--- config.mk ---
export PLATFORM = sky130hd
export DESIGN_NAME = irq_status_ctrl
export DESIGN_NICKNAME = d
export VERILOG_FILES = /design/src/rtl/irq_status_pkg.sv /design/src/rtl/irq_sync.sv /design/src/rtl/irq_status_ctrl.sv
export SDC_FILE = /design/constraint.sdc
export NUM_CORES = 1
export LEC_CHECK = 0
export CORE_MARGIN = 10
export CORE_UTILIZATION = 40
export DETAILED_ROUTE_END_ITERATION = 16
export PLACE_DENSITY_LB_ADDON = 0.15
export SLEW_MARGIN = 20
export SYNTH_ARGS = -nofsm -noshare
export SYNTH_HDL_FRONTEND = slang
export SYNTH_SLANG_ARGS = --single-unit
--- constraint.sdc ---
create_clock -name clk -period 1.6 [get_ports clk]
set_clock_uncertainty 0.2 [all_clocks]
set_input_delay 0.16 -clock clk [delete_from_list [all_inputs] [get_ports clk]]
set_output_delay 0.16 -clock clk [all_outputs]
set_load 0.01 [all_outputs]
--- src/rtl/irq_status_pkg.sv ---
// irq_status_pkg: register offsets, source indices and default source count for irq_status_ctrl
package irq_status_pkg;
  localparam int N_SRC_DEFAULT = 4;
  localparam logic [2:0] REG_PEND = 3'd0;
  localparam logic [2:0] REG_MASK = 3'd1;
  localparam logic [2:0] REG_MODE = 3'd2;
  localparam logic [2:0] REG_RAW = 3'd3;
  localparam logic [2:0] REG_FIQSEL = 3'd4;
  localparam int SRC_ECONET = 0;
  localparam int SRC_IDE = 1;
  localparam int SRC_UART = 2;
  localparam int SRC_ETHERNET = 3;
endpackage

--- src/rtl/irq_sync.sv ---
// irq_sync: SYNC_STAGES-deep single-bit synchroniser with synchronous active-low reset
module irq_sync #(
  parameter int SYNC_STAGES = 2
) (
  input  logic clk,
  input  logic rst_n,
  input  logic d,
  output logic q
);
  logic [SYNC_STAGES-1:0] ff;
  always_ff @(posedge clk) ff <= !rst_n ? '0 : {ff[SYNC_STAGES-2:0], d};
  assign q = ff[SYNC_STAGES-1];
endmodule

--- src/rtl/irq_status_ctrl.sv ---
// irq_status_ctrl: synchronise, latch (level/edge) and mask interrupt sources into irq; IRQ_FIQ_ROUTE_EN adds FIQSEL and fiq
module irq_status_ctrl
  import irq_status_pkg::*;
#(
  parameter int N_SRC = N_SRC_DEFAULT,
  parameter int SYNC_STAGES = 2
) (
  input  logic             clk,
  input  logic             rst_n,
  input  logic             cs,
  input  logic             rd,
  input  logic             wr,
  input  logic [2:0]       a,
  input  logic [7:0]       d_in,
  output logic [7:0]       d_out,
  input  logic [N_SRC-1:0] irq_src,
  output logic             irq,
  output logic             fiq
);
  logic [N_SRC-1:0] sync, prev, pend, mask, mode, fiqsel, wd, chg, clr, rise, pend_nxt;
  logic we, re;
  logic [7:0] rdata;
  logic unused_d;
  for (genvar i = 0; i < N_SRC; i++) begin : g_sync
    irq_sync #(.SYNC_STAGES(SYNC_STAGES)) u_sync (.clk(clk), .rst_n(rst_n), .d(irq_src[i]), .q(sync[i]));
  end
  assign unused_d = ^d_in;
  always_comb begin
    we = cs & wr;
    re = cs & rd & ~wr;
    wd = d_in[N_SRC-1:0];
    chg = (we && a == REG_MODE) ? wd ^ mode : '0;
    clr = (we && a == REG_PEND) ? wd : '0;
    rise = sync & ~prev;
    pend_nxt = ~chg & ((mode & (rise | (pend & ~clr))) | (~mode & sync));
    rdata = a == REG_PEND ? 8'(pend) :
            a == REG_MASK ? 8'(mask) :
            a == REG_MODE ? 8'(mode) :
            a == REG_RAW ? 8'(sync) :
            a == REG_FIQSEL ? 8'(fiqsel) : 8'h00;
  end
  always_ff @(posedge clk) begin
    if (!rst_n) begin
      prev <= '0;
      pend <= '0;
      mask <= '0;
      mode <= '0;
      d_out <= '0;
      irq <= 1'b0;
      fiq <= 1'b0;
    end else begin
      prev <= sync;
      pend <= pend_nxt;
      mask <= (we && a == REG_MASK) ? wd : mask;
      mode <= (we && a == REG_MODE) ? wd : mode;
      d_out <= re ? rdata : d_out;
      irq <= |(pend & mask & ~fiqsel);
      fiq <= |(pend & mask & fiqsel);
    end
  end
`ifdef IRQ_FIQ_ROUTE_EN
  always_ff @(posedge clk) fiqsel <= !rst_n ? '0 : (we && a == REG_FIQSEL) ? wd : fiqsel;
`else
  assign fiqsel = '0;
`endif
endmodule

==> reports/results.ini <==
[logic_synthesis]
syn_area_um2=1340
synth.area.mux_share_pct=9.337
yosysMostFrequentCell=dfxtp_1
synth_top_family_by_area=simple AND/OR/NAND/NOR gates
synth_top_area_cell=dfxtp_1
synth_enable_flop_cells=0
ys_seq_area_share_pct=43.32
synthXorXnorAreaFrac_pct=0
synthTopCellsByArea=dfxtp_1, nor2b_1, mux2i_1
synth_fa_ha_area_share_pct=0
synth_compound_area_share_pct=10.27
yosysWarnings=0
synth_top_area_share_pct=43.32
async_reset_ff_share_pct=0
synth_common_cells=dfxtp_1, nor2b_1, and2_1
synth-main-ff-cell=dfxtp_1
synthSimpleGateAreaFrac_pct=31.19
ys_types=26
avgSynthCellArea_um2=9.572
syn_inst=140
synth_seq_cells=29

[clocking]
cts-root-buf=clkbuf_4
clk_latency_ns=0.33
clock_sinks=29
cts.clk_slew.worst_paths_ns=0.09
hold_buffers=0
numCtsBuffers=5
htreeDepth=2
cts_tree=done
cts_buffer_depth=2

[die]
die_w_um=77.88
core_area_um2=3128
row_count=20
fp.dieArea_um2=6065
initial_core_util_pct=42.84
fp.dieH_um=77.88
io_pins=30

[grt]
grt_pass1_wl_mm=5.085
antenna_found_initial=0
grt.total_usage_pct=10.41
overflow=0
grt_pass1_vias=1097
grt_max_degree=23

[placement]
dp_slack_ns=-0.2051
hpwl_mm=2.192
gp_congestion=0.8084
place_inst=209
portBuffers=20

[detailed_routing]
first_pass_iters=4
drtAntennaViolNets=0
vias=1074
drc=0
wl_per_cell_um=13.55
wl_mm=2.940
avgViaCountPerCell=4.949
drtIter0Drc=55

[pwr]
ir_drop_uv=459.7
p_leak_nw=0.6424
p_sw_mw=0.3463
clockPowerShare_pct=31.8
sw_frac_of_total_pct=25.70
p_int_mw=1.001
seqPwrFrac_pct=55.8
p_per_area_nw_per_um2=795.5
comb_power_share_pct=12.3

[setup_path]
cp-end-kind=flip-flop
crit_type=in2reg
cpMaxStageDelayCell=clkdlybuf4s50_1
cp.arrival_ns=1.53
crit_chain=clkdlybuf4s50_1 -> buf_12 -> buf_4 -> nor2b_1 -> o21ai_0 -> a31oi_1 -> nor3b_1
critPathLaunchType=input pin
critPathMaxFanout=22
slowest_delay_ns=0.45
required_ns=1.66

[timing]
finalMaxSlewViolations=0
final-hold-violation-count=0
period_needed_ns=1.470
worst_slack_ns=0.1303
max_freq_mhz=680.4
finalCritPeriodShare_pct=91.86
rsz0062_at_grt=false
finalSetupViolations=0
fin_tns_setup_ns=0

[layout]
area_growth_pct=26.42
layoutNonFillerInstCount=217
finalNetCount=192
fin_util_pct=54.16
diodes=0
drive_gt1_share_pct=16.18

[min_path]
hp-class=in2reg

[flow_run]
cap_violations=0

[status]
outcome=completed

-- worst max-delay path: cells and delay by family --
kind	cells	cell delay, ns
AND/OR/NAND/NOR	2	0.32
buffers and inverters	3	0.77
AO/OA/AOI/OAI	2	0.27
-- area by class of cell --
class,count,area (um^2)
Clock inverter,2,10.01
Multi-Input combinational cell,103,699.4
Clock buffer,6,41.29
Timing Repair Buffer,33,307.8
Tap cell,44,55.05
Fill cell,310,1434
Sequential cell,29,580.6
-- path summary, 6_finish.rpt --
kind                     startpoint                endpoint  slack [ns]  depth (start not counted)
min                      irq_src[3]  g_sync[3].u_sync.ff[0]        0.20                          2
max                            a[1]                 pend[0]        0.13                          7
max reg2reg                 mode[2]                 pend[2]        0.34                          4
min reg2reg  g_sync[0].u_sync.ff[0]  g_sync[0].u_sync.ff[1]        0.25                          1
-- kinds of logic (layout without fill, tap and decap cells) --
family,after synthesis,in the layout
buffers and inverters,12,41
AND/OR/NAND/NOR,63,63
multiplexers,12,12
AO/OA/AOI/OAI,23,23
flip-flops,29,29
other,1,5
-- flip-flops by register name, summed over array words and instances, names as in the netlist --
signal / count
prev: 4
irq: 1
mode: 4
mask: 4
g_sync.u_sync.ff: 8
pend: 4
d_out: 4
-- stage by stage --
stage	power, mW	hold slack (ns)	area, um^2
5_1_grt	1.425	0.1897	1694
3_3_place_gp	0.9315	0.2140	1645
2_1_floorplan	0.8614	0.08729	1355
6_report	1.348	0.1981	1694
3_5_place_dp	0.9356	0.2246	1645
4_1_cts	1.369	0.1845	1692
-- power by group through the flow --
stage	logic (mW)	clock network, mW	registers, mW
after global placement	0.163	0	0.769
after global routing	0.184	0.485	0.755
final	0.166	0.429	0.753
after detailed placement	0.166	0	0.769
after CTS	0.166	0.450	0.753
after floorplan	0.0956	0	0.766
-- per-layer routing --
layer / wire, um / vias up / global-route usage (%)
met4: 68 / 0 / 6.022
met3: 196 / 8 / 4.608
met5: 0 / - / 0
li1: - / 547 / -
met1: 1476 / 487 / 13.11
met2: 1199 / 32 / 14.26
-- cells in the final DEF (no fill, tap or decap) --
| cell type | netlist | routed |
|---|---|---|
| a21oi_1 | 4 | 4 |
| clkdlybuf4s50_1 | 0 | 15 |
| clkinv_2 | 0 | 2 |
| conb_1 | 1 | 5 |
| dfxtp_1 | 29 | 29 |
| nand4b_1 | 5 | 5 |
| dlymetal6s2s_1 | 0 | 1 |
| dlygate4sd2_1 | 0 | 4 |
| nor2_1 | 4 | 4 |
| clkbuf_4 | 0 | 5 |
| nor3_1 | 8 | 8 |
| nand3_1 | 4 | 4 |
| clkbuf_1 | 3 | 1 |
| nor3b_1 | 4 | 4 |
| nor3b_4 | 2 | 2 |
| nand3b_4 | 1 | 1 |
| and2_1 | 12 | 12 |
| nor2b_1 | 13 | 13 |
| a31oi_1 | 4 | 4 |
| mux2i_1 | 8 | 8 |
| mux2_2 | 4 | 4 |
| buf_12 | 0 | 1 |
| nand3b_1 | 4 | 4 |
| o21ai_0 | 8 | 8 |
| or2_2 | 1 | 1 |
| nand2_1 | 5 | 5 |
| a22oi_1 | 6 | 6 |
| a21boi_0 | 1 | 1 |
| buf_4 | 5 | 12 |
-- what timing repair did --
| action | in CTS | in global routing |
|---|---|---|
| setup buffers | 0 | 0 |
| setup endpoints to repair | 4 | 1 |
| gates resized for setup | 4 | 1 |
Note: power is estimated with default switching activity, not from simulation.
